$ cat src/rtl/pkg_74xx.sv
// Shared constants for the 74xx-style counter family.
// Level encodings, direction codes and default modulus.
package pkg_74xx;

  localparam logic ACT_LO_ON  = 1'b0;
  localparam logic ACT_LO_OFF = 1'b1;

  localparam logic UD_UP   = 1'b1;
  localparam logic UD_DOWN = 1'b0;

  function automatic int default_modulus(input int width);
    return 1 << width;
  endfunction

endpackage

$ cat src/rtl/mod_74x169_n_tc.sv
// Terminal-count and next-step decode for the 74x169 counter.
// Purely combinational; arithmetic held to WIDTH+1 bits.
module mod_74x169_tc
  import pkg_74xx::*;
#(
  parameter int WIDTH   = 4,
  parameter int MODULUS = 16
) (
  input  logic [WIDTH-1:0] q,
  input  logic             ud,
  output logic             tc,
  output logic [WIDTH-1:0] q_step
);

  localparam logic [WIDTH:0] MAX_EXT = (WIDTH+1)'(MODULUS - 1);
  localparam logic [WIDTH-1:0] MAX_Q = MAX_EXT[WIDTH-1:0];

  logic [WIDTH:0] q_ext;
  logic [WIDTH:0] q_inc;
  logic           at_max;
  logic           at_zero;
  logic           below_max;

  always_comb begin
    q_ext     = {1'b0, q};
    q_inc     = q_ext + (WIDTH+1)'(1);
    at_max    = (q_ext == MAX_EXT);
    at_zero   = (q == '0);
    below_max = (q_ext < MAX_EXT);
    tc        = (ud == UD_UP) ? at_max : at_zero;
    q_step    = q;
    if (ud == UD_UP) begin
      // anything at or past the top wraps straight to 0
      q_step = below_max ? q_inc[WIDTH-1:0] : '0;
    end else begin
      q_step = at_zero ? MAX_Q : (q - WIDTH'(1));
    end
  end

endmodule

$ cat src/rtl/mod_74x169_n.sv
// Synchronous presettable up/down modulo counter (74x169 style).
// Q register, load/count/hold priority mux and RCO_N gate.
module mod_74x169_n
  import pkg_74xx::*;
#(
  parameter int WIDTH   = 4,
  parameter int MODULUS = default_modulus(WIDTH)
) (
  input  logic             CLK,
  input  logic             RST,
  input  logic             LD_N,
  input  logic             ENP_N,
  input  logic             ENT_N,
  input  logic             UD,
  input  logic [WIDTH-1:0] D,
  output logic [WIDTH-1:0] Q,
  output logic             RCO_N
);

  if (WIDTH < 2 || WIDTH > 16) begin : g_bad_width
    $error("mod_74x169_n: WIDTH must be in 2..16");
  end
  if (MODULUS < 2 || MODULUS > (1 << WIDTH)) begin : g_bad_mod
    $error("mod_74x169_n: MODULUS must be in 2..2**WIDTH");
  end

  logic [WIDTH-1:0] q_q;
  logic [WIDTH-1:0] q_d;
  logic [WIDTH-1:0] q_step;
  logic             tc;

  mod_74x169_tc #(
    .WIDTH   (WIDTH),
    .MODULUS (MODULUS)
  ) u_tc (
    .q      (q_q),
    .ud     (UD),
    .tc     (tc),
    .q_step (q_step)
  );

  always_comb begin
    q_d = q_q;
    priority case (1'b1)
      (LD_N == ACT_LO_ON): q_d = D;
      (ENP_N == ACT_LO_ON && ENT_N == ACT_LO_ON): q_d = q_step;
      default: q_d = q_q;
    endcase
  end

  always_ff @(posedge CLK) begin
    if (RST) q_q <= '0;
    else     q_q <= q_d;
  end

  assign Q     = q_q;
  assign RCO_N = (ENT_N == ACT_LO_ON && tc) ? ACT_LO_ON : ACT_LO_OFF;

endmodule

$ cat config.mk
export PLATFORM = sky130hd
export DESIGN_NAME = mod_74x169_n
export DESIGN_NICKNAME = d
export VERILOG_FILES = /design/src/rtl/pkg_74xx.sv /design/src/rtl/mod_74x169_n_tc.sv /design/src/rtl/mod_74x169_n.sv
export SDC_FILE = /design/constraint.sdc
export NUM_CORES = 1
export LEC_CHECK = 0
export BUFFER_PORTS_ARGS = -buffer_cell sky130_fd_sc_hd__clkbuf_2
export CAP_MARGIN = 30
export CORE_AREA = 2 2 39 41
export DETAILED_ROUTE_END_ITERATION = 8
export DIE_AREA = 0 0 41 43
export PLACE_DENSITY = 0.6
export SYNTH_ARGS = -nofsm -noshare
export SYNTH_HDL_FRONTEND = slang
export SYNTH_SLANG_ARGS = --single-unit
$ cat constraint.sdc
create_clock -name CLK -period 1.62 [get_ports CLK]
set_input_delay 0.162 -clock CLK [delete_from_list [all_inputs] [get_ports CLK]]
set_output_delay 0.162 -clock CLK [all_outputs]
set_load 0.01 [all_outputs]
==> metrics <==
Tmin final=1610 ps; post-synthesis mux area share=2.86%; grt total ovfl=0; Final ANT Viol Nets=0; RePlAce Congestion=0.752; Placed Instances=74; worst path required time=1460 ps; DRC errors left=0; ys async rst share=0%; cell family with most CP delay=simple AND/OR/NAND/NOR gates; largest family of logic cells by synthesized area=compound AO/OA/AOI/OAI gates; Avg Cell Area, Syn=7.79 um^2; worst skew pair latency=230 ps; CP Max Fanout=2; number of synthesized flops with an enable pin=0; chain of cells forming the critical path=inv_4 > ha_4 > or3b_4 > o21ai_2 > nand2b_1 > buf_2; share of cells above drive strength 1=50.8%; CTS root buf=clkbuf_4; Synth Area in Adders=7.14%; Slew HR=78.3%; most frequent cells in the layout=clkbuf_2, buf_4, a21oi_1, a31oi_1; Worst Path Arrival=1450 ps; # diodes=0; number of flip-flops in the largest register=4; yosys synthesis warning count=0; Slew Viols, Final=0; maximum VDD drop=0.206 mV; Final #Nets=79; clk buf depth=2; compound-gate portion of the synthesized area=34.6%; sequential share of the synthesized area=22.9%; Post-Syn Area=350 um^2; cell row count=14; core box area=0.00138 mm^2; most common cell after layout, fill and taps aside=clkbuf_2; WL/cell=11.7 um; clk_skew=4.63 ps; initial antenna violation count=0; post-synth top area share=22.9%; Max stage delay cell, worst path=or3b_4; Hold WC Path Type=input pin to register; CTS tree=built; sequential cell area=87.6 um^2; leakage=0.236 nW; Slew @ Worst Pin=326 ps; status=finished, final reports clean; vias in the first global route=329; Final setup viols=0; Fmax=620 MHz; Final Hold Fails=0; Final TNS setup=0 ps; fin util=37.9%; first drt pass iteration count=4; final std cells w/o fill=81; die width=41 um; CP Buf/Inv Count=2; XOR/XNOR Fraction of Synth Area=2.50%; worst setup margin=7.16 ps; clock tree sinks=4; Total Die Area=0.00176 mm^2; ys flop type=dfxtp_1; fraction of the mapped netlist area in simple logic gates=20.7%; Tot Pwr=0.364 mW; CP Class=register to primary output; overall routing resource usage=12.3%; Initial Util=25.3%; largest net degree at the start of global routing=10; crit end category=primary output; H-tree Lvls=1; vias=408; first-pass GRT wire length=1.44 mm; post-synthesis cell count=45; IO Port Bufs=14; syn_nets=57; Crit path largest cell delay=370 ps; Hold-fix buffers, CTS=0; RSZ-0062 raised after global routing=true; Ports=15; Vias/cell=5.04; Die H=43 um; Placement Setup Slack=149 ps; multi-input logic area=259 um^2; CP startpoint kind=register; fillers=152; Pwr Density=695 mW/mm^2; Area Growth Syn to Fin=49.6%; cell accounting for the most synthesized area=dfxtp_1; Iter 0 DRT Violations=6; Final period util=99.6%; post-synthesis register bit count=4; Yosys cell types=28; Max Cap Violations=0; Clock Pin Slew Worst Setup and Hold Paths=40 ps; Num CTS Buffers=3; WL final=948 um; Post-DP HPWL=646 um; largest cells by area after synthesis=dfxtp_1, a31oi_1, ha_1, a21oi_1, nand2b_1
## per-stage QoR
stage	hold slack (ps)	cell area, um^2
global placement	397	438
global route	135	524
finish	142	524
floorplan	231	350
CTS	131	510
detailed placement	386	438
## report_power, final
part           leakage, nW  switching (mW)  internal [mW]
sequential          0.0344          0.0124          0.106
clock               0.0138          0.0376         0.0826
combinational        0.188          0.0581         0.0675
total                0.236           0.108          0.256
## timing repair
| action | CTS | global route |
|---|---|---|
| endpoints found under the hold margin | 0 | 0 |
| pin swaps | 2 | 2 |
| cloned | 0 | 0 |
| endpoints found under the setup margin | 1 | 2 |
| buffers inserted | 4 | 0 |
| gates resized for setup | 8 | 6 |
## per-layer routing
layer	share of wire (%)	vias to the layer above	GRT usage [%]
met4	0	0	6.00
met3	3.0	0	3.14
li1	-	209	-
met5	0	-	0
met2	51	8	15.9
met1	46	191	18.3
## cell usage after synthesis (2+ instances only)
master    count
a21oi_1       4
a31oi_1       4
buf_2         2
dfxtp_1       4
ha_1          2
inv_1         2
nand2b_1      3
nor2_1        3
o21ai_1       2
## cells by family after synthesis
logic type | Yosys count
compound gates | 18
buf+inv | 6
xor+xnor | 1
flops | 4
fa+ha+maj | 2
mux | 1
simple gates | 13
## final cells by class
type                            instances  share of cell area [%]
Multi-Input combinational cell         35                    49.4
Timing Repair Buffer                   21                    23.4
Sequential cell                         4                    16.7
Clock buffer                            3                    4.30
Tap cell                               16                    3.82
Inverter                                2                    2.39
## worst paths after layout
path / end / depth (start not counted) / slack [ps] / from
worst max-delay path: RCO_N / 6 / 7 / Q[0]
worst min register to register: Q[0] / 4 / 640 / Q[0]
worst max register to register: Q[0] / 7 / 110 / Q[0]
worst min-delay path: Q[1] / 2 / 140 / RST
Power figures use the tool's default switching activity.
